**src/rtl/dsp_delay_ctrl_pkg.sv**
```systemverilog
// Shared definitions for the DSP delay sequencer: FSM state encoding and delay width.
package dsp_delay_ctrl_pkg;

    localparam int unsigned DLY_W = 16;

    typedef enum logic [2:0] {
        ST_IDLE  = 3'd0,
        ST_ARM   = 3'd1,
        ST_LOAD  = 3'd2,
        ST_COUNT = 3'd3,
        ST_FIRE  = 3'd4
    } state_t;

endpackage

```
**src/rtl/dsp_delay_req_fifo.sv**
```systemverilog
// Pending-request FIFO for dsp_delay_ctrl: register storage, full/empty from an occupancy count.
module dsp_delay_req_fifo #(
    parameter int unsigned DEPTH = 4,
    parameter int unsigned WIDTH = 20
) (
    input  logic             clk,
    input  logic             rst_n,
    input  logic             push,
    input  logic [WIDTH-1:0] din,
    input  logic             pop,
    output logic [WIDTH-1:0] dout,
    output logic             full,
    output logic             empty
);

    localparam int unsigned AW = $clog2(DEPTH);
    localparam int unsigned CW = AW + 1;
    localparam logic [CW-1:0] FULL_CNT = CW'(DEPTH);

    logic [WIDTH-1:0] mem [DEPTH];
    logic [AW-1:0]    wr_ptr;
    logic [AW-1:0]    rd_ptr;
    logic [CW-1:0]    count;
    logic             do_push;
    logic             do_pop;

    assign full    = (count == FULL_CNT);
    assign empty   = (count == '0);
    assign do_push = push && !full;
    assign do_pop  = pop && !empty;
    assign dout    = mem[rd_ptr];

    always_ff @(posedge clk) begin
        if (do_push) begin
            mem[wr_ptr] <= din;
        end
    end

    always_ff @(posedge clk or negedge rst_n) begin
        if (!rst_n) begin
            wr_ptr <= '0;
            rd_ptr <= '0;
            count  <= '0;
        end else begin
            if (do_push) begin
                wr_ptr <= wr_ptr + 1'b1;
            end
            if (do_pop) begin
                rd_ptr <= rd_ptr + 1'b1;
            end
            case ({do_push, do_pop})
                2'b10:   count <= count + 1'b1;
                2'b01:   count <= count - 1'b1;
                default: count <= count;
            endcase
        end
    end

endmodule

```
**src/rtl/dsp_delay_ctrl.sv**
```systemverilog
// Serialising sequencer for the shared DSP48 delay counter: queue, arm, load, count, fire.
// Optional watchdog abort enabled by defining DSP_DELAY_CTRL_TIMEOUT_EN.
module dsp_delay_ctrl
    import dsp_delay_ctrl_pkg::*;
#(
    parameter int unsigned FIFO_DEPTH     = 4,
    parameter int unsigned TAG_W          = 4,
    parameter int unsigned RST_LATENCY    = 2,
    parameter int unsigned TIMEOUT_MARGIN = 8
) (
    input  logic             fast_clk_i,
    input  logic             fast_rst_n_i,
    input  logic             req_valid_i,
    output logic             req_ready_o,
    input  logic [DLY_W-1:0] req_delay_i,
    input  logic [TAG_W-1:0] req_tag_i,
    output logic             dly_rst_o,
    output logic             dly_en_o,
    output logic [DLY_W-1:0] dly_val_o,
    input  logic             dly_reached_i,
    output logic             fire_o,
    output logic [TAG_W-1:0] fire_tag_o,
    output logic             busy_o,
    output logic             abort_o
);

    localparam logic [3:0] LOAD_LAST = 4'(RST_LATENCY);

    if (FIFO_DEPTH < 2 || FIFO_DEPTH > 16 || (FIFO_DEPTH & (FIFO_DEPTH - 1)) != 0) begin : g_bad_depth
        $error("FIFO_DEPTH must be a power of 2 in 2..16");
    end
    if (RST_LATENCY > 2 || TIMEOUT_MARGIN > 65536) begin : g_bad_timing
        $error("RST_LATENCY must be 0..2 and TIMEOUT_MARGIN must fit the 17-bit watchdog");
    end

    state_t                   state;
    state_t                   state_nxt;
    logic                     rdy_q;
    logic                     push;
    logic                     pop;
    logic                     full;
    logic                     empty;
    logic [DLY_W+TAG_W-1:0]   head;
    logic [DLY_W-1:0]         head_delay;
    logic [TAG_W-1:0]         head_tag;
    logic [DLY_W-1:0]         cur_delay;
    logic [TAG_W-1:0]         cur_tag;
    logic [3:0]               load_cnt;
    logic                     load_done;
    logic                     expired;

    // Ready is held low through reset and the first edge after release.
    assign req_ready_o = rdy_q && !full;
    assign push        = req_valid_i && req_ready_o;
    assign pop         = (state == ST_IDLE) && !empty;
    assign head_delay  = head[DLY_W+TAG_W-1:TAG_W];
    assign head_tag    = head[TAG_W-1:0];
    assign load_done   = (load_cnt == LOAD_LAST);

    dsp_delay_req_fifo #(
        .DEPTH (FIFO_DEPTH),
        .WIDTH (DLY_W + TAG_W)
    ) u_fifo (
        .clk   (fast_clk_i),
        .rst_n (fast_rst_n_i),
        .push  (push),
        .din   ({req_delay_i, req_tag_i}),
        .pop   (pop),
        .dout  (head),
        .full  (full),
        .empty (empty)
    );

    always_ff @(posedge fast_clk_i or negedge fast_rst_n_i) begin
        if (!fast_rst_n_i) begin
            state <= ST_IDLE;
        end else begin
            state <= state_nxt;
        end
    end

    always_ff @(posedge fast_clk_i or negedge fast_rst_n_i) begin
        if (!fast_rst_n_i) begin
            rdy_q     <= 1'b0;
            cur_delay <= '0;
            cur_tag   <= '0;
            load_cnt  <= '0;
        end else begin
            rdy_q <= 1'b1;
            if (pop) begin
                cur_delay <= head_delay;
                cur_tag   <= head_tag;
            end
            if (state == ST_ARM) begin
                load_cnt <= '0;
            end else if (state == ST_LOAD) begin
                load_cnt <= load_cnt + 4'd1;
            end
        end
    end

`ifdef DSP_DELAY_CTRL_TIMEOUT_EN
    logic [16:0] wd;

    always_ff @(posedge fast_clk_i or negedge fast_rst_n_i) begin
        if (!fast_rst_n_i) begin
            wd <= '0;
        end else if (state == ST_LOAD && load_done) begin
            wd <= {1'b0, cur_delay} + 17'(TIMEOUT_MARGIN);
        end else if (state == ST_COUNT && wd != '0) begin
            wd <= wd - 17'd1;
        end
    end

    assign expired = (state == ST_COUNT) && (wd == '0);
`else
    assign expired = 1'b0;
`endif

    always_comb begin
        state_nxt = state;
        case (state)
            ST_IDLE:  if (!empty) state_nxt = (head_delay == '0) ? ST_FIRE : ST_ARM;
            ST_ARM:   state_nxt = ST_LOAD;
            ST_LOAD:  if (load_done) state_nxt = ST_COUNT;
            // A reached indication beats a coincident watchdog expiry.
            ST_COUNT: begin
                if (dly_reached_i) begin
                    state_nxt = ST_FIRE;
                end else if (expired) begin
                    state_nxt = ST_IDLE;
                end
            end
            ST_FIRE:  state_nxt = ST_IDLE;
            default:  state_nxt = ST_IDLE;
        endcase
    end

    always_comb begin
        dly_rst_o  = (state == ST_ARM);
        dly_en_o   = (state == ST_COUNT) && !dly_reached_i && !expired;
        dly_val_o  = (state == ST_ARM || state == ST_LOAD || state == ST_COUNT) ? cur_delay : '0;
        fire_o     = (state == ST_FIRE);
        fire_tag_o = (state == ST_FIRE) ? cur_tag : '0;
        busy_o     = (state != ST_IDLE) || !empty;
        abort_o    = (state == ST_COUNT) && expired && !dly_reached_i;
    end

endmodule

```
**config.mk**
```make
export PLATFORM = sky130hd
export DESIGN_NAME = dsp_delay_ctrl
export DESIGN_NICKNAME = d
export VERILOG_FILES = /design/src/rtl/dsp_delay_ctrl_pkg.sv /design/src/rtl/dsp_delay_req_fifo.sv /design/src/rtl/dsp_delay_ctrl.sv
export SDC_FILE = /design/constraint.sdc
export NUM_CORES = 1
export LEC_CHECK = 0
export CELL_PAD_IN_SITES_DETAIL_PLACEMENT = 0
export CELL_PAD_IN_SITES_GLOBAL_PLACEMENT = 1
export CORE_ASPECT_RATIO = 1.75
export CORE_MARGIN = 1
export CORE_UTILIZATION = 45
export DETAILED_ROUTE_END_ITERATION = 10
export GPL_TIMING_DRIVEN = 0
export PLACE_DENSITY = 0.81
export SYNTH_ARGS = -nofsm -noshare
export SYNTH_HDL_FRONTEND = slang
export SYNTH_HIERARCHICAL = 1
export SYNTH_SLANG_ARGS = --single-unit
```
**constraint.sdc**
```tcl
create_clock -name fast_clk_i -period 6 [get_ports fast_clk_i]
set_input_delay 1.2 -clock fast_clk_i [delete_from_list [all_inputs] [get_ports fast_clk_i]]
set_output_delay 1.2 -clock fast_clk_i [all_outputs]
set_load 0.1 [all_outputs]
```
Word-level counts from Yosys, hierarchy flattened
Memory sizes are Yosys's and may differ from the RTL's.
Cells that the tools add are included.
{ "totals": {"register_bits": 35, "ramBits": 80, "inputBits": 24, "out_inout_bits": 26, "wordCells": 56, "mem_count": 1} }
{ "memory_table": {"columns": ["memory", "depth", "word_bits", "read_ports", "rd_clocked_by_memory_dff", "wr", "line", "rtl"], "rows": [
  ["u_fifo.mem", 4, 20, 1, 0, 1, "dsp_delay_req_fifo.sv:20", "logic [WIDTH-1:0] mem [DEPTH];"]
]} }
{ "op_classes": {"addsub": 5, "eq_ne": 11, "n_mux": 12, "reduce_logical": 19} }
{ "ops": {"columns": ["cell", "n"], "rows": [
  ["$logic_not A16 Y1", 1],
  ["$mux W16", 1],
  ["$mux W3", 4],
  ["$mux W4", 3],
  ["$pmux W3 S4", 1],
  ["$eq A3 B2 Y1 const B", 2],
  ["$eq A3 B3 Y1 const B", 2],
  ["$logic_and A1 B1 Y1", 6],
  ["$logic_not A3 Y1", 2],
  ["$ne A2 B2 Y1 const B", 3],
  ["$pmux W3 S2", 1],
  ["$add A2 B1 Y2 const B", 2],
  ["$add A4 B1 Y4 const B", 1],
  ["$eq A4 B2 Y1 const B", 1],
  ["$reduce_bool A2 Y1", 2],
  ["$add A3 B1 Y3 const B", 1],
  ["$eq A3 B1 Y1 const B", 1],
  ["$logic_not A1 Y1", 3],
  ["$logic_or A1 B1 Y1", 3],
  ["$reduce_and A3 Y1", 1],
  ["$reduce_bool A3 Y1", 1],
  ["$sub A3 B1 Y3 const B", 1],
  ["$eq A2 B1 Y1 const B", 1],
  ["$eq A2 B2 Y1 const B", 1],
  ["$mux W1", 2]
]} }

Logic depth before layout (Yosys ltp)
{ "logic_depth": {"ltp_word": 7, "depth_mapped": 11, "mapped_depth_nobuf": 11} }

By module
Netlist, hierarchy kept.
{ "by_module_without_submodules": {"columns": ["module", "n_inst", "cells_each", "area_each_um2", "seq_area_each_um2"], "rows": [
  ["dsp_delay_req_fifo", 1, 141, 3331.9, 2577.5],
  ["dsp_delay_ctrl", 1, 120, 1397.6, 700.7]
]} }

Worst setup path after synthesis
No wires, ideal clock.
{ "synth_timing": {"path_kind": "in2out", "from": "input port dly_reached_i", "to": "output port dly_en_o", "arrival_ns": 3.412, "required_ns": 4.800, "path_slack_ns": 1.388, "stages": 1, "n_path_buf": 0, "cell_sequence": "nor3b_1"} }
{ "synth_between": {"elab_chain_len": 2} }
{ "synth_lines": {"columns": ["element", "line", "rtl"], "rows": [
  ["start: declaration", "dsp_delay_ctrl.sv:20", "input logic dly_reached_i,"],
  ["$logic_not A1 Y1", null, null],
  ["$logic_and A1 B1 Y1", "dsp_delay_ctrl.sv:141", "dly_en_o = (state == ST_COUNT) && !dly_reached_i && !expired;"],
  ["end: declaration", "dsp_delay_ctrl.sv:18", "output logic dly_en_o,"]
]} }
Every way passes these cells.

Worst setup path in the final report
{ "layout_timing": {"from": "register state[1]", "to": "output port dly_val_o[13]"} }
{ "layout_between": {"elab_chain_len": 4, "word_cells_on_any_way": 6, "cone_classes": "eq/ne: 3; mux: 1; reduce/logical: 2"} }
{ "layout_lines": {"columns": ["element", "line", "rtl"], "rows": [
  ["start: declaration", "dsp_delay_ctrl.sv:36", "state_t state;"],
  ["start signal: assignment", "dsp_delay_ctrl.sv:78", "state <= state_nxt;"],
  ["$eq A3 B1 Y1 / $eq A3 B2 Y1 (equally long branches)", "dsp_delay_ctrl.sv:142", "dly_val_o = (state == ST_ARM || state == ST_LOAD || state == ST_COUNT) ? cur_delay : '0;"],
  ["$logic_or A1 B1 Y1", "dsp_delay_ctrl.sv:142", null],
  ["$logic_or A1 B1 Y1 (*)", "dsp_delay_ctrl.sv:142", null],
  ["$mux W16 (*)", "dsp_delay_ctrl.sv:142", null],
  ["end: declaration", "dsp_delay_ctrl.sv:19", "output logic [DLY_W-1:0] dly_val_o,"]
]} }
Every way passes the cells marked *; elsewhere a longest branch is shown, timed or not.

==> results.yml <==
global_routing:
  grtUsageTotal: 0.1736
  grt_pass1_vias: 2519
  grt_pass1_wl_um: 13250
  grt_max_degree: 36
  grt_overflow: 0
  antenna_found_initial: 0
logic_synthesis:
  syn_nets: 293
  synth_edf_count: 80
  synth_warnings: 6
  ys.flop_type: "edfxtp_1"
  ys_ff_latch: 115
  synth-async-reset-ratio: 0.3043
  avgSynthCellArea_um2: 18.12
  yosys.cell_types.count: 43
  netlist_instances: 261
  synthesis.area_um2: 4730
  yosysSeqAreaShare: 0.6931
route:
  wl_per_cell_um: 18.23
  via_per_inst: 5.318
  drt-initial-drc-count: 79
  dr.pass1.iters: 4
  wl_met2_um: 4855
  met3_length_um: 245
  vias: 2489
  ant_nets: 0
  wl_um: 8533
  dr.max_layer_used: "met4"
  drc_errors: 0
  drt-met1-wl_um: 3275
floorplanning:
  io_pins: 50
  rows: 49
  start_util: 0.4619
  dieArea_um2: 10940
  coreArea_um2: 10240
  die_h_um: 137.6
  die_x_um: 79.50
sta:
  timing.final.crit_share: 0.7359
  setup_viol: 0
  rsz0062_at_grt: "no"
  final_max_slew_viol_count: 0
  hold_violations: 0
  fin_tns_setup_ps: 0
  relSlewSlack: 0.3494
  worst_pin_slew_ps: 972.9
  period_minus_slack_ps: 4416
  holdWs_ps: 494.1
  fmax_mhz: 226.5
  skew_ps: 6.358
  fin_ws_ps: 1585
worst_hold_path:
  hold_class: "reg2reg"
critical_path:
  cp.arrival_ps: 3220
  crit_path_end_kind: "output port"
  worstPathRequired_ps: 4800
  start_kind: "flip-flop"
  path_class: "reg2out"
  path_max_fanout: 10
finish:
  syn2layout_area_growth_pct: 25.77
  drive_gt1_frac: 0.2610
  n_antenna_cell: 0
  final_cell_mix: "80 x edfxtp_1, 47 x clkdlybuf4s50_1, 35 x dfrtp_1, 19 x mux2_2, 19 x mux4_2"
  final_common_cell: "edfxtp_1"
  fin_nets: 360
clock_network:
  cts_tree: "done"
  post-cts-setup-buffer-count: 0
  worstSkewPairLatency_ps: 400
  hold_buffers: 0
  clkSinkCount: 115
  cts_buffers: 17
  path_clk_slew_ps: 50
  root_buffer: "clkbuf_16"
  cts_max_path_buffers: 2
  cts_max_level: 4
  postCtsResizedCells: 0
placement:
  dp_slack_ps: 1757
  dp_hpwl_um: 5613
  io_buffers: 48
  gp_congestion: 0.7428
flow_run:
  maxCapViolations: 0
run_status:
  status: "complete, no violations"
[per-stage QoR]
| step | util | std cells | instance area, um^2 |
|---|---|---|---|
| floorplan | - | 261 | 4730 |
| global placement | 0.5244 | 436 | 5369 |
| finish | 0.5810 | 468 | 5948 |
| CTS | 0.5810 | 468 | 5948 |
| global route | 0.5810 | 468 | 5948 |
| detailed placement | 0.5239 | 436 | 5364 |
[final cells by class]
cell class	count	area, um^2
Timing Repair Buffer	48	475.5
Tap cell	127	158.9
Fill cell	765	4290
Multi-Input combinational cell	125	1336
Buffer	10	73.82
Clock buffer	17	425.4
Clock inverter	15	158.9
Inverter	11	41.29
Sequential cell	115	3278
[cell families (layout without fill, tap and decap cells)]
family                   Yosys count  in the layout  share of synthesized area
buffers and inverters             21            101                    0.02434
other                              2              2                   0.001588
AND/OR/NAND/NOR                   53             53                    0.07778
AO/OA/AOI/OAI                     13             13                    0.01826
XOR/XNOR                           6              6                    0.01111
flip-flops                       115            115                     0.6931
multiplexers                      43             43                     0.1511
adder cells (fa/ha/maj)            8              8                    0.02275
[registers in the layout, indices dropped and copies added, names as in the netlist]
name / cells
u_fifo/mem: 80
u_fifo/rd_ptr: 2
cur_delay: 16
u_fifo/count: 3
cur_tag: 4
u_fifo/wr_ptr: 2
rdy_q: 1
load_cnt: 4
state: 3
[metal layers]
| metal | up-vias | GRT usage |
|---|---|---|
| li1 | 1137 | - |
| met1 | 1282 | 0.1875 |
| met2 | 56 | 0.3110 |
| met3 | 14 | 0.04172 |
| met4 | 0 | 0.08687 |
| met5 | - | 0 |
[worst paths after layout]
| check | startpoint | to | slack (ps) | cells after the start |
|---|---|---|---|---|
| max | state[1] | dly_val_o[13] | 1580 | 5 |
| min | cur_tag[2] | cur_tag[2] | 490 | 1 |
| max reg2reg | state[1] | u_fifo/count[2] | 3460 | 9 |
| min reg2reg | cur_tag[2] | cur_tag[2] | 490 | 1 |
| max in group asynchronous | fast_rst_n_i | cur_tag[2] | 4600 | 1 |
| min in group asynchronous | fast_rst_n_i | u_fifo/count[2] | 890 | 1 |
[cell usage after synthesis, types with 2 or more instances]
cell        n  area share
o22ai_1     3      0.0040
and2_2      4      0.0063
xnor2_1     3      0.0056
and3_1      4      0.0053
and2_1     18       0.024
nor3_1      3      0.0032
buf_2       2      0.0021
mux2_2     19       0.045
clkbuf_1    3      0.0024
o2bb2ai_1   3      0.0056
conb_1      2      0.0016
nor3b_1     2      0.0032
nand2_1     2      0.0016
edfxtp_1   80        0.51
inv_1      11      0.0087
a21oi_1     5      0.0053
nand2b_1    2      0.0026
mux4_2     19       0.090
ha_1        7       0.019
mux2i_1     2      0.0042
buf_6       4      0.0095
dfrtp_1    35        0.19
nor4_1      4      0.0053
xor2_1      3      0.0056
nor2_1      3      0.0024
[critical path, cell delays in order (launching register included)]
cell             delay (ps)
dfrtp_1                 520
nor2_2                  130
nor2_1                  460
clkbuf_1                360
and2_1                  210
clkdlybuf4s50_1        1130
Power is not shown: default switching activity piles up to over one toggle a cycle in this logic, so the estimate is an artifact.
